===== src/rtl/weight_bank_sched_if.sv =====
// Weight stream and bank-side bus of the weight bank scheduler.
// The master modport is the scheduler; the slave modport is the stream source and banks.
interface weight_bank_sched_if #(
    parameter int ADDR_WIDTH = 11,
    parameter int DATA_WIDTH = 8
);
    logic                  s_valid;
    logic [DATA_WIDTH-1:0] s_data;
    logic                  s_ready;
    logic [3:0]            mem_csen;
    logic [3:0]            mem_wrenb;
    logic [ADDR_WIDTH-1:0] mem_addr_b;
    logic [DATA_WIDTH-1:0] mem_data_b;
    logic [3:0]            layer2weight_cnt;
    logic                  mem_rdena;
    logic [ADDR_WIDTH-1:0] mem_addr_a;
    logic                  rd_data_valid;

    modport master (
        input  s_valid, s_data,
        output s_ready, mem_csen, mem_wrenb, mem_addr_b, mem_data_b,
               layer2weight_cnt, mem_rdena, mem_addr_a, rd_data_valid
    );

    modport slave (
        output s_valid, s_data,
        input  s_ready, mem_csen, mem_wrenb, mem_addr_b, mem_data_b,
               layer2weight_cnt, mem_rdena, mem_addr_a, rd_data_valid
    );
endinterface


===== src/rtl/weight_bank_sched.sv =====
// Weight bank scheduler: round-robin byte loader into four banks and
// common-address read burst issuer for the PE array.
module weight_bank_sched #(
    parameter int ADDR_WIDTH = 11,
    parameter int DATA_WIDTH = 8,
    parameter int NUM_BANKS  = 4,
    parameter int BANK_DEPTH = 2048
) (
    input  logic                  clk,
    input  logic                  rst_n,
    input  logic                  layer_start,
    input  logic [3:0]            layer_id,
    input  logic [13:0]           wt_len,
    input  logic                  rd_start,
    input  logic [ADDR_WIDTH-1:0] rd_base,
    input  logic [11:0]           rd_cnt,
    output logic                  load_done,
    output logic                  rd_done,
    output logic                  busy,
    output logic                  err,
    weight_bank_sched_if.master   bus
);

    localparam logic [13:0]           MAX_LEN  = 14'(NUM_BANKS * BANK_DEPTH);
    localparam logic [11:0]           MAX_RD   = 12'(BANK_DEPTH);
    localparam logic [ADDR_WIDTH-1:0] ADDR_ONE = ADDR_WIDTH'(1);

    typedef enum logic [1:0] {IDLE, LOAD, READY, READ} state_t;

    state_t      state_q, state_d;
    logic [13:0] k_q, len_q;
    logic [11:0] remain_q;

    logic idle_rdy, ls_ok, rd_ok, rd_go, hs, load_last, rd_last, err_set;

    assign idle_rdy  = (state_q == IDLE) || (state_q == READY);
    assign ls_ok     = layer_start && idle_rdy && (wt_len <= MAX_LEN);
    // layer_start has priority over a coincident rd_start
    assign rd_ok     = rd_start && !layer_start && (state_q == READY) && (rd_cnt <= MAX_RD);
    assign rd_go     = rd_ok && (rd_cnt != '0);
    assign hs        = bus.s_valid && bus.s_ready;
    assign load_last = (state_q == LOAD) && (k_q == len_q);
    assign rd_last   = (state_q == READ) && bus.mem_rdena && (remain_q == '0);
    assign err_set   = (layer_start && idle_rdy && (wt_len > MAX_LEN))
                     || (rd_start && (state_q == READY) && (layer_start || (rd_cnt > MAX_RD)))
                     || (busy && (layer_start || rd_start));

    always_ff @(posedge clk or negedge rst_n) begin
        if (!rst_n) state_q <= IDLE;
        else        state_q <= state_d;
    end

    always_comb begin
        state_d = state_q;
        unique case (state_q)
            IDLE, READY: begin
                if (ls_ok)      state_d = (wt_len == '0) ? READY : LOAD;
                else if (rd_go) state_d = READ;
            end
            LOAD:    if (load_last) state_d = READY;
            READ:    if (rd_last)   state_d = READY;
            default: state_d = IDLE;
        endcase
    end

    always_comb begin
        busy        = (state_q == LOAD) || (state_q == READ);
        bus.s_ready = (state_q == LOAD) && (k_q != len_q);
    end

    always_ff @(posedge clk or negedge rst_n) begin
        if (!rst_n) begin
            k_q                  <= '0;
            len_q                <= '0;
            remain_q             <= '0;
            load_done            <= 1'b0;
            rd_done              <= 1'b0;
            err                  <= 1'b0;
            bus.mem_csen         <= '0;
            bus.mem_wrenb        <= '0;
            bus.mem_addr_b       <= '0;
            bus.mem_data_b       <= '0;
            bus.layer2weight_cnt <= '0;
            bus.mem_rdena        <= 1'b0;
            bus.mem_addr_a       <= '0;
            bus.rd_data_valid    <= 1'b0;
        end else begin
            load_done         <= 1'b0;
            rd_done           <= 1'b0;
            bus.mem_csen      <= '0;
            bus.mem_wrenb     <= '0;
            bus.mem_rdena     <= 1'b0;
            bus.rd_data_valid <= bus.mem_rdena;

            if (err_set) err <= 1'b1;

            if (ls_ok) begin
                bus.layer2weight_cnt <= layer_id;
                k_q                  <= '0;
                len_q                <= wt_len;
                load_done            <= (wt_len == '0);
            end

            if (rd_ok && (rd_cnt == '0)) rd_done <= 1'b1;

            if (rd_go) begin
                bus.mem_rdena  <= 1'b1;
                bus.mem_csen   <= '1;
                bus.mem_addr_a <= rd_base;
                remain_q       <= rd_cnt - 12'd1;
            end

            // rd_done lands with the last valid, one cycle after the last address
            if ((state_q == READ) && bus.mem_rdena) begin
                if (remain_q != '0) begin
                    bus.mem_rdena  <= 1'b1;
                    bus.mem_csen   <= '1;
                    bus.mem_addr_a <= bus.mem_addr_a + ADDR_ONE;
                    remain_q       <= remain_q - 12'd1;
                end else begin
                    rd_done <= 1'b1;
                end
            end

            if (hs) begin
                bus.mem_csen   <= 4'b0001 << k_q[1:0];
                bus.mem_wrenb  <= 4'b0001 << k_q[1:0];
                bus.mem_addr_b <= k_q[ADDR_WIDTH+1:2];
                bus.mem_data_b <= DATA_WIDTH'(bus.s_data);
                k_q            <= k_q + 14'd1;
            end

            if (load_last) load_done <= 1'b1;
        end
    end

endmodule


===== src/flat_wrapper.sv =====
// flat-port wrapper written by rule: the top's interface ports become plain ports
module weight_bank_sched_flat 
#(
    parameter int ADDR_WIDTH = 11,
    parameter int DATA_WIDTH = 8,
    parameter int NUM_BANKS  = 4,
    parameter int BANK_DEPTH = 2048
)
  (clk, rst_n, layer_start, layer_id, wt_len, rd_start, rd_base, rd_cnt, load_done, rd_done, busy, err, bus_s_valid, bus_s_data, bus_s_ready, bus_mem_csen, bus_mem_wrenb, bus_mem_addr_b, bus_mem_data_b, bus_layer2weight_cnt, bus_mem_rdena, bus_mem_addr_a, bus_rd_data_valid);
  weight_bank_sched_if #(.ADDR_WIDTH(ADDR_WIDTH), .DATA_WIDTH(DATA_WIDTH)) bus_i ();
  input  logic clk;
  input  logic rst_n;
  input  logic layer_start;
  input  logic [3:0] layer_id;
  input  logic [13:0] wt_len;
  input  logic rd_start;
  input  logic [ADDR_WIDTH-1:0] rd_base;
  input  logic [11:0] rd_cnt;
  output logic load_done;
  output logic rd_done;
  output logic busy;
  output logic err;
  input wire logic [$bits(bus_i.s_valid)-1:0] bus_s_valid;
  input wire logic [$bits(bus_i.s_data)-1:0] bus_s_data;
  output wire logic [$bits(bus_i.s_ready)-1:0] bus_s_ready;
  output wire logic [$bits(bus_i.mem_csen)-1:0] bus_mem_csen;
  output wire logic [$bits(bus_i.mem_wrenb)-1:0] bus_mem_wrenb;
  output wire logic [$bits(bus_i.mem_addr_b)-1:0] bus_mem_addr_b;
  output wire logic [$bits(bus_i.mem_data_b)-1:0] bus_mem_data_b;
  output wire logic [$bits(bus_i.layer2weight_cnt)-1:0] bus_layer2weight_cnt;
  output wire logic [$bits(bus_i.mem_rdena)-1:0] bus_mem_rdena;
  output wire logic [$bits(bus_i.mem_addr_a)-1:0] bus_mem_addr_a;
  output wire logic [$bits(bus_i.rd_data_valid)-1:0] bus_rd_data_valid;
  assign bus_i.s_valid = bus_s_valid;
  assign bus_i.s_data = bus_s_data;
  assign bus_s_ready = bus_i.s_ready;
  assign bus_mem_csen = bus_i.mem_csen;
  assign bus_mem_wrenb = bus_i.mem_wrenb;
  assign bus_mem_addr_b = bus_i.mem_addr_b;
  assign bus_mem_data_b = bus_i.mem_data_b;
  assign bus_layer2weight_cnt = bus_i.layer2weight_cnt;
  assign bus_mem_rdena = bus_i.mem_rdena;
  assign bus_mem_addr_a = bus_i.mem_addr_a;
  assign bus_rd_data_valid = bus_i.rd_data_valid;
  weight_bank_sched #(.ADDR_WIDTH(ADDR_WIDTH), .DATA_WIDTH(DATA_WIDTH), .NUM_BANKS(NUM_BANKS), .BANK_DEPTH(BANK_DEPTH)) u_core (.clk(clk), .rst_n(rst_n), .layer_start(layer_start), .layer_id(layer_id), .wt_len(wt_len), .rd_start(rd_start), .rd_base(rd_base), .rd_cnt(rd_cnt), .load_done(load_done), .rd_done(rd_done), .busy(busy), .err(err), .bus(bus_i));
endmodule

===== config.mk =====
export PLATFORM = sky130hd
export DESIGN_NAME = weight_bank_sched_flat
export DESIGN_NICKNAME = d
export VERILOG_FILES = /design/src/rtl/weight_bank_sched_if.sv /design/src/rtl/weight_bank_sched.sv /design/src/flat_wrapper.sv
export SDC_FILE = /design/constraint.sdc
export NUM_CORES = 1
export LEC_CHECK = 0
export ABC_AREA = 1
export CAP_MARGIN = 40
export CORE_MARGIN = 4
export CORE_UTILIZATION = 40
export CTS_CLUSTER_DIAMETER = 200
export DETAILED_ROUTE_END_ITERATION = 12
export HOLD_SLACK_MARGIN = 0.05
export PLACE_DENSITY = 0.65
export SETUP_SLACK_MARGIN = 0.05
export SLEW_MARGIN = 5
export SYNTH_ARGS = -nofsm -noshare
export SYNTH_HDL_FRONTEND = slang
export SYNTH_SLANG_ARGS = --single-unit

===== constraint.sdc =====
create_clock -name clk -period 5.1 [get_ports clk]
set_input_delay 0.765 -clock clk [delete_from_list [all_inputs] [get_ports clk]]
set_output_delay 0.765 -clock clk [all_outputs]
set_load 0.01 [all_outputs]

==> qor_table.md, run 1 <==
| Result | Reported |
|:---|:---|
| RSZ-0062 raised after global routing | false |
| Synth unique cells | 34 |
| Critical Path Slowest Stage Cell | clkdlybuf4s50_1 |
| Data arrival time of the critical path | 2.11 ns |
| Time the worst path needs with I/O delays and setup | 2.875 ns |
| Number of enable-type register cells in the synthesized netlist | 0 |
| Number of nets in the final layout | 781 |
| Area leader, netlist | dfrtp_1 |
| Worst Reg-to-Reg Cells | 11 |
| Syn_nets | 683 |
| Die extent in x | 117.7 um |
| Portion of total power attributed to the clock network | 0.241 |
| Post-synthesis cell area | 4816 um^2 |
| Portion of total power attributed to combinational logic | 0.372 |
| Avg WL per Cell | 13.48 um |
| Final WS setup | 2.225 ns |
| CTS Root Buffer Type | clkbuf_16 |
| Worst setup slack after placement | 2.188 ns |
| Data required time at the worst endpoint | 4.34 ns |
| Most frequent cell after synthesis | nand2_1 |
| Cell Int Power | 1.923 mW |
| Internal reg-to-reg setup slack | 2.93 ns |
| Post-cts resize count | 0 |
| Switching power as a share of total power | 0.3587 |
| Crit Path Max Fanout | 5 |
| Static leakage | 2.856 nW |
| Clock buffers created by TritonCTS | 9 |
| Proportion of synthesized flip-flops having asynchronous set or reset | 1.000 |
| Count of endpoints failing hold in the final timing report | 0 |
| Worst-skew pair later-pin latency | 0.34 ns |
| Maximum count of clock buffers along a single path | 2 |
| Vias per cell | 4.923 |
| IO Port Bufs | 102 |
| Count of maximum capacitance violations | 0 |
| Total wire length | 11690 um |
| TritonCTS clock tree | built |
| Synth warn | 0 |
| Area of the core | 11610 um^2 |
| Highest Clock Rate | 0.3479 GHz |
| Diode count | 0 |
| Total number of vias | 4268 |
| Number of levels the H-tree was split into | 3 |
| Worst-path clk slew | 0.06 ns |
| Critical register-to-register path startpoint | u_core.k_q[0]$_DFFE_PN0P_ |
| Area growth from synthesis to layout | 29.28% |
| Critical Path End Type | output port |
| Final-report setup violation count | 0 |
| Sequence of cells on the critical path | inv_1 -> nand2_1 -> nand2_1 -> nor2_1 -> nand2_1 -> nor2_1 -> nand2_1 -> nand2_1 -> inv_1 -> clkdlybuf4s50_1 |
| Cells after Synth | 621 |
| Flop pwr share | 0.387 |
| Cell types with the highest counts after synthesis | 196 x nand2_1, 89 x dfrtp_1, 66 x inv_1 |
| Number of rows in the core area | 39 |
| Critical path class | flop to output port |
| Overall Global Routing Usage | 0.1716 |
| Global-route wire length before repair | 20020 um |
| Power density relative to cell area | 481.6 nW/um^2 |
| Cell with the most instances on the worst path | nand2_1 |
| Vertical extent of the die | 117.7 um |
| Cell types occupying the most area after synthesis | dfrtp_1 46%, nand2_1 15%, inv_1 5.1% |
| Routability Congestion | 0.8616 |
| Transition time of the tightest slew-check pin | 0.7836 ns |
| Number of global-route vias before repair | 4240 |
| Setup total negative slack | 0 ns |
| Starting density of the core | 0.4147 |
| Result of the run | completed |
| Number of max-slew violations in the final report | 0 |
| Critical Path Start Type | flop |
| Buffers inserted during post-CTS setup optimization | 0 |
| Cell total after placement | 851 |
| Register bit total from synthesis | 89 |
| IO Pins | 103 |
| Mean instance size in the synthesized netlist | 7.755 um^2 |
| IR Drop Worst-Case VDD | 0.0002245 V |
| Full die area | 13860 um^2 |
| First drt pass iteration count | 4 |
| Number of filler instances in the final layout | 1140 |
| Non-Filler Instances | 867 |
| Clock Skew | 0.008338 ns |
| Global route total overflow | 0 |
| Initial antenna violation count | 0 |
| Fraction of the cycle the final worst path needs | 0.5637 |
| Total of hold buffers inserted after clock tree synthesis | 0 |
| Pin count of the biggest net entering global routing | 63 |
| Slew headroom | 0.4757 |
| Post-DRT Antenna Nets | 0 |
| Type of the most critical hold path | input port to async pin |
| Share of synthesized area occupied by flip-flops and latches | 0.4625 |
| Fraction of layout cells with a size suffix above 1 | 0.07182 |
| Highest cell delay on the worst timing path | 0.53 ns |
| Standard cell area after detailed placement | 5898 um^2 |
| Post-synth top area share | 0.4625 |
| Area of all placed cells without fillers | 6226 um^2 |
| Most instantiated flip-flop cell in the synthesis netlist | dfrtp_1 |
| Sw Pwr | 1.075 mW |
| Final routed DRC violation total | 0 |
| Initial DRC Count | 296 |
| R2r endpoint | u_core.k_q[13]$_DFFE_PN0P_ |
| Clock Sink Count | 89 |
| Final HPWL from detailed placement | 8605 um |
==> worst max-delay path: cells and delay by family, from the launching register on <==
kind / cells / cell delay, ns
flip-flops: 1 / 0.43
buffers and inverters: 3 / 0.78
AND/OR/NAND/NOR: 7 / 0.57
==> state kept, by name, indices dropped and copies added, names as in the netlist <==
signal                       flops
u_core.state_q                   2
u_core.rd_done                   1
u_core.bus.mem_rdena             1
u_core.load_done                 1
u_core.bus.mem_addr_a           11
u_core.err                       1
u_core.bus.mem_csen              4
u_core.bus.layer2weight_cnt      4
u_core.k_q                      14
u_core.bus.mem_data_b            8
u_core.len_q                    14
u_core.bus.mem_wrenb             4
u_core.bus.rd_data_valid         1
u_core.bus.mem_addr_b           11
u_core.remain_q                 12
==> stage by stage <==
stage	hold WS, ns	util	power [mW]
floorplan	0.4348	-	1.839
global placement	0.4229	0.5079	2.255
detailed placement	0.4166	0.5079	2.292
CTS	0.4368	0.5361	3.029
global route	0.4450	0.5361	3.235
finish	0.4314	0.5361	2.998
==> final cells by class <==
type	count	area (um^2)	share of cell area
well taps	143	178.9	0.02874
repair buffers	103	1026	0.1648
clock buffers	10	239.0	0.03838
multi-input cells	441	2185	0.3509
flip-flops and latches	89	2227	0.3577
inverters	75	281.5	0.04522
clock inverters	6	88.84	0.01427
==> cell usage in the layout, fill, tap and decap left out, types with 3 or more instances in the layout <==
cell type	n
nand2_1	196
clkdlybuf4s50_1	101
dfrtp_1	89
inv_1	66
nor2_1	65
nand3_1	36
o21ai_0	35
xor2_1	16
o21ai_1	14
o211ai_1	11
inv_2	9
a21oi_1	9
clkbuf_16	9
nor3_1	8
ha_1	8
mux2_2	6
nand2_2	4
o211ai_2	4
o22ai_1	4
xnor2_1	3
nor2_2	3
or2_2	3
nand4_1	3
==> worst max-delay path by stage <==
stage	from	end	slack [ns]	cells after the start
after floorplan	rd_cnt[0]	u_core.bus.mem_addr_a[8]$_DFF_PN0_	3.05	12
after global placement	rd_cnt[0]	u_core.remain_q[1]$_DFF_PN0_	2.23	12
after detailed placement	rd_cnt[0]	u_core.remain_q[11]$_DFF_PN0_	2.19	12
after CTS	u_core.k_q[0]$_DFFE_PN0P_	bus_s_ready	2.20	10
after global routing	u_core.k_q[0]$_DFFE_PN0P_	bus_s_ready	2.04	10
final	u_core.k_q[0]$_DFFE_PN0P_	bus_s_ready	2.23	10
==> power by group through the flow <==
stage / Sequential (mW) / Combinational, mW / Clock (mW)
floorplan: 1.18 / 0.661 / 0
global placement: 1.16 / 1.09 / 0
finish: 1.16 / 1.12 / 0.723
detailed placement: 1.17 / 1.12 / 0
CTS: 1.16 / 1.13 / 0.740
global route: 1.19 / 1.27 / 0.770
==> kinds of logic (layout without fill, tap and decap cells) <==
kind of cell,Yosys count,count (layout),synth area share
flip-flops,89,89,0.4625
multiplexers,6,6,0.01403
XOR/XNOR,19,19,0.03455
AO/OA/AOI/OAI,81,81,0.09925
AND/OR/NAND/NOR,327,327,0.2850
adder cells (fa/ha/maj),8,8,0.02079
buffers and inverters,91,194,0.08392
==> layer usage <==
metal | part of all wire | global-route usage | vias to the layer above
li1 | - | - | 2174
met4 | 0.014 | 0.05055 | 0
met2 | 0.47 | 0.2810 | 106
met3 | 0.049 | 0.03844 | 12
met5 | 0 | 0 | -
met1 | 0.46 | 0.2282 | 1976
(Power assumes the default switching activity.)
==> run 2, diff against run 1 <==
Clock period 5.1 ns to 2.8 ns, I/O delays scaled along.
==> run 2 against run 1 <==
Effect of this change: clock-buffer cell count up 1; die area stayed put; utilization up 0.37 points; flip-flop and latch count stayed put; clock skew is 0.00082 ns lower; setup slack got worse by 1.9 ns; via count grew 1.4%; non-clock buffer count is 5 higher; design area up 0.68%; largest cell class unchanged.
==> qor_table.md, run 2 (synthesized netlist as in run 1, its figures left out) <==
| Result | Reported |
|:---|:---|
| Critical Path End Type | output port |
| Clock Sink Count | 89 |
| Maximum count of clock buffers along a single path | 2 |
| Leading registers by flop count | u_core.k_q: 14 flops, u_core.len_q: 14 flops, u_core.remain_q: 12 flops |
| Number of nets in the final layout | 786 |
| Transition time of the tightest slew-check pin | 0.6658 ns |
| Total of hold buffers inserted after clock tree synthesis | 0 |
| Highest Clock Rate | 0.4006 GHz |
| Initial DRC Count | 253 |
| Final WS setup | 0.3040 ns |
| Routability Congestion | 0.8844 |
| Count of maximum capacitance violations | 0 |
| Vias per cell | 4.976 |
| Time the worst path needs with I/O delays and setup | 2.496 ns |
| Slew headroom | 0.5561 |
| Static leakage | 2.885 nW |
| Vertical extent of the die | 117.7 um |
| Final routed DRC violation total | 0 |
| Final-report setup violation count | 0 |
| Worst Reg-to-Reg Cells | 11 |
| Total number of vias | 4329 |
| Critical path class | flop to output port |
| Overall Global Routing Usage | 0.1745 |
| Final HPWL from detailed placement | 8792 um |
| Clock Skew | 0.007519 ns |
| Commonest cells after routing, fill and taps aside | 195 x nand2_1, 101 x clkdlybuf4s50_1, 89 x dfrtp_1 |
| Cell with the most instances on the worst path | nand2_1 |
| Worst setup slack after placement | 0.3775 ns |
| RSZ-0062 raised after global routing | false |
| Internal reg-to-reg setup slack | 0.87 ns |
| IO Port Bufs | 102 |
| Result of the run | completed |
| Area growth from synthesis to layout | 30.16% |
| Most common library cell in the layout ignoring fill and taps | nand2_1 |
| Worst-path clk slew | 0.06 ns |
| Highest cell delay on the worst timing path | 0.47 ns |
| Global route total overflow | 0 |
| Number of levels the H-tree was split into | 3 |
| Fraction of the cycle the final worst path needs | 0.8914 |
| Worst Hold Margin | 0.1159 ns |
| Critical Path Slowest Stage Cell | clkdlybuf4s50_1 |
| Data arrival time of the critical path | 2.08 ns |
| Post-layout total power | 5.473 mW |
| Number of rows in the core area | 39 |
| Area of the core | 11610 um^2 |
| Starting density of the core | 0.4147 |
| CTS Root Buffer Type | clkbuf_16 |
| Crit Path Max Fanout | 5 |
| Pin count of the biggest net entering global routing | 49 |
| Initial antenna violation count | 0 |
| Critical Path Start Type | flop |
| Number of global-route vias before repair | 4377 |
| Post-DRT Antenna Nets | 0 |
| Diode count | 0 |
| Worst-skew pair later-pin latency | 0.33 ns |
| Power density relative to cell area | 873.0 nW/um^2 |
| Global-route wire length before repair | 20470 um |
| Count of endpoints failing hold in the final timing report | 0 |
| Clock buffers created by TritonCTS | 9 |
| Buffers inserted during post-CTS setup optimization | 0 |
| TritonCTS clock tree | built |
| Type of the most critical hold path | input port to async pin |
| Sequence of cells on the critical path | inv_1 -> nand2_1 -> nand2_1 -> nor2_1 -> nand2_1 -> nor2_1 -> nand2_1 -> nand2_2 -> inv_1 -> clkdlybuf4s50_1 |
| Full die area | 13860 um^2 |
| Number of filler instances in the final layout | 1086 |
| Data required time at the worst endpoint | 2.38 ns |
| Fraction of layout cells with a size suffix above 1 | 0.07703 |
| Die extent in x | 117.7 um |
| IR Drop Worst-Case VDD | 0.0003415 V |
| IO Pins | 103 |
| Number of max-slew violations in the final report | 0 |
| Total wire length | 11800 um |
| Avg WL per Cell | 13.57 um |
| Setup total negative slack | 0 ns |
| First drt pass iteration count | 5 |
==> run 2: final cells by class <==
class	instances	area, um^2	share of cell area
flip-flops and latches	89	2227	0.3553
clock buffers	11	252.7	0.04032
repair buffers	108	1076	0.1717
well taps	143	178.9	0.02854
inverters	75	281.5	0.04491
multi-input cells	441	2187	0.3489
clock inverters	3	65.06	0.01038
==> run 2: critical path, delay by kind of cell, from the launching register on <==
kind | cells | cell delay (ns)
and+or+nand+nor | 7 | 0.71
buffers and inverters | 3 | 0.64
DFF | 1 | 0.41
==> run 2: per-stage QoR <==
step | area (um^2) | utilization | std cells
after global placement | 5948 | 0.5122 | 856
final | 6269 | 0.5398 | 870
after global routing | 6269 | 0.5398 | 870
after floorplan | 4816 | - | 621
after detailed placement | 5948 | 0.5122 | 856
after CTS | 6266 | 0.5395 | 870
==> run 2: final timing paths <==
check                                               start                                    endpoint
setup / recovery                u_core.k_q[9]$_DFFE_PN0P_                                 bus_s_ready
hold / removal                                      rst_n  u_core.bus.layer2weight_cnt[2]$_DFFE_PN0P_
setup reg to reg                u_core.k_q[9]$_DFFE_PN0P_                   u_core.k_q[4]$_DFFE_PN0P_
hold reg to reg            u_core.bus.mem_rdena$_DFF_PN0_          u_core.bus.rd_data_valid$_DFF_PN0_
max in group asynchronous                           rst_n       u_core.bus.mem_addr_b[10]$_DFFE_PN0P_
min in group clk           u_core.bus.mem_rdena$_DFF_PN0_          u_core.bus.rd_data_valid$_DFF_PN0_
==> run 2: power by group <==
group          internal (mW)  switching [mW]  total (mW)
registers               1.74           0.378        2.12
logic                  0.979            1.08        2.06
clock network          0.819           0.478        1.30
total                   3.54            1.94        5.47
==> run 2: what timing repair did <==
item / 4_1_cts / 5_1_grt
gates resized for setup: 0 / 1
endpoints found under the hold margin: 0 / 0
setup endpoints to repair: 0 / 1
==> run 2: layer usage <==
layer | vias to the layer above | track usage | wire [um]
met2 | 110 | 0.2875 | 5497
met4 | 0 | 0.06227 | 181
li1 | 2182 | - | -
met5 | - | 0 | 0
met3 | 14 | 0.03027 | 559
met1 | 2023 | 0.2316 | 5566
==> run 3, diff against run 2 <==
Settings changed: CORE_MARGIN 4 to unset.
==> run 3 against run 2 <==
Effect of this change: the run now ends with design-rule violations left; global-route usage grew 1.6 points; utilization decreased by 0.29 points; first-iteration DRC count shrank 5.5%; cell count unchanged; clock power fell by 14%; flip-flop and latch count unchanged; non-clock buffer count down 2; setup slack worse by 0.037 ns; clock skew is 0.0029 ns lower; critical path depth unchanged; critical endpoint unchanged; largest power group unchanged.
==> qor_table.md, run 3 (synthesized netlist as in run 1, its figures left out) <==
| Result | Reported |
|:---|:---|
| First drt pass iteration count | 9 |
| Number of nets in the final layout | 784 |
| Final-report setup violation count | 0 |
| Overall Global Routing Usage | 0.1908 |
| Final routed DRC violation total | 8 |
| Area growth from synthesis to layout | 28.92% |
| Fraction of the cycle the final worst path needs | 0.9045 |
| Setup total negative slack | 0 ns |
| Global route total overflow | 0 |
| Data required time at the worst endpoint | 2.38 ns |
| Sequence of cells on the critical path | inv_1 -> nand2_1 -> nand2_1 -> nor2_1 -> nand2_1 -> nor2_1 -> nand2_1 -> nand2_1 -> inv_1 -> clkdlybuf4s50_1 |
| Diode count | 0 |
| Clock Skew | 0.004617 ns |
| Die extent in x | 111.7 um |
| Maximum count of clock buffers along a single path | 2 |
| Final HPWL from detailed placement | 8278 um |
| Pin count of the biggest net entering global routing | 51 |
| Worst-skew pair later-pin latency | 0.34 ns |
| Routability Congestion | 0.8511 |
| Type of the most critical hold path | input port to async pin |
| Violated checks | design-rule violations |
| Cell with the most instances on the worst path | nand2_1 |
| Clock buffers created by TritonCTS | 9 |
| Critical Path End Type | output port |
| CTS Root Buffer Type | clkbuf_16 |
| Initial antenna violation count | 0 |
| Initial DRC Count | 239 |
| Number of max-slew violations in the final report | 0 |
| Worst-path clk slew | 0.06 ns |
| Starting density of the core | 0.4164 |
| Number of levels the H-tree was split into | 3 |
| Count of endpoints failing hold in the final timing report | 0 |
| Critical register-to-register path startpoint | u_core.k_q[12]$_DFFE_PN0P_ |
| Highest cell delay on the worst timing path | 0.48 ns |
| Switching power as a share of total power | 0.3647 |
| Critical Path Start Type | flop |
| Data arrival time of the critical path | 2.11 ns |
| RSZ-0062 raised after global routing | false |
| Result of the run | finished, violations left |
| Crit Path Max Fanout | 4 |
| IR Drop Worst-Case VDD | 0.0003230 V |
| Worst Hold Margin | 0.05408 ns |
| Clock Sink Count | 89 |
| IO Pins | 103 |
| Worst Reg-to-Reg Cells | 11 |
| Fraction of layout cells with a size suffix above 1 | 0.07290 |
| Area of the multi-input gates | 2185 um^2 |
| Portion of total power attributed to the clock network | 0.213 |
| Leading registers by flop count | u_core.k_q: 14 flops, u_core.len_q: 14 flops, u_core.remain_q: 12 flops |
| TritonCTS clock tree | built |
| Number of global-route vias before repair | 4070 |
| Vias per cell | 4.908 |
| Cell Int Power | 3.357 mW |
| Full die area | 12480 um^2 |
| Most common library cell in the layout ignoring fill and taps | nand2_1 |
| Static leakage | 2.857 nW |
| Count of maximum capacitance violations | 0 |
| Number of rows in the core area | 39 |
| Avg WL per Cell | 12.95 um |
| Time the worst path needs with I/O delays and setup | 2.533 ns |
| Total wire length | 11270 um |
| Internal reg-to-reg setup slack | 0.78 ns |
| Flop pwr share | 0.400 |
| Combined flip-flop and latch cell area | 2227 um^2 |
| Core utilization of the finished layout | 0.5368 |
| Number of filler instances in the final layout | 1109 |
| Sw Pwr | 1.928 mW |
| IO Port Bufs | 102 |
| Critical Path Slowest Stage Cell | clkdlybuf4s50_1 |
| Vertical extent of the die | 111.7 um |
| Commonest cells after routing, fill and taps aside | 196 x nand2_1, 101 x clkdlybuf4s50_1, 89 x dfrtp_1 |
| Origin of the worst setup path | u_core.k_q[12]$_DFFE_PN0P_ |
| Post-cts resize count | 0 |
| Critical path class | flop to output port |
| Area of the core | 11560 um^2 |
| Global-route wire length before repair | 19070 um |
| Total number of vias | 4270 |
| Slew headroom | 0.6365 |
| R2r endpoint | u_core.k_q[13]$_DFFE_PN0P_ |
| Portion of total power attributed to combinational logic | 0.387 |
| Post-DRT Antenna Nets | 0 |
| Total of hold buffers inserted after clock tree synthesis | 0 |
| Highest Clock Rate | 0.3948 GHz |
| Power density relative to cell area | 851.2 nW/um^2 |
| Buffers inserted during post-CTS setup optimization | 0 |
| Transition time of the tightest slew-check pin | 0.5453 ns |
run 3: worst max-delay path: cells and delay by family (launching register included):
kind | cells | cell delay, ns
DFF | 1 | 0.43
and+or+nand+nor | 7 | 0.68
buffers and inverters | 3 | 0.68
run 3: metal layers:
metal,track usage,part of all wire
met5,0,0
met4,0.08649,0.022
met3,0.02667,0.039
met2,0.3039,0.46
met1,0.2586,0.47
run 3: worst max path at each step:
stage          cells after the start  slack, ns                                  to
5_1_grt                           10       0.06                         bus_s_ready
4_1_cts                           10       0.26                         bus_s_ready
3_3_place_gp                      12       0.43       u_core.remain_q[11]$_DFF_PN0_
6_report                          10       0.27                         bus_s_ready
3_5_place_dp                      12       0.35  u_core.bus.mem_addr_a[8]$_DFF_PN0_
2_1_floorplan                     12       1.09  u_core.bus.mem_addr_a[8]$_DFF_PN0_
run 3: layout make-up:
| cell class | instances | area share |
|---|---|---|
| repair buffers | 106 | 0.1709 |
| clock buffers | 13 | 0.04192 |
| inverters | 75 | 0.04534 |
| well taps | 143 | 0.02882 |
| multi-input cells | 441 | 0.3519 |
| flip-flops and latches | 89 | 0.3587 |
| clock inverters | 3 | 0.002418 |
run 3: per-stage QoR:
step | area (um^2) | instances | setup WS, ns | total power [mW]
floorplan | 4816 | 621 | 1.092 | 3.349
CTS | 6208 | 870 | 0.2612 | 5.327
detailed placement | 5933 | 854 | 0.3459 | 4.181
finish | 6208 | 870 | 0.2674 | 5.285
global route | 6208 | 870 | 0.06009 | 5.691
global placement | 5933 | 854 | 0.4327 | 4.121
run 3: power by group through the flow:
stage               combinational [mW]  sequential (mW)  clock [mW]
detailed placement                2.05             2.13           0
finish                            2.04             2.12        1.12
CTS                               2.06             2.11        1.15
global placement                  2.01             2.11           0
floorplan                         1.20             2.15           0
global route                      2.30             2.18        1.21
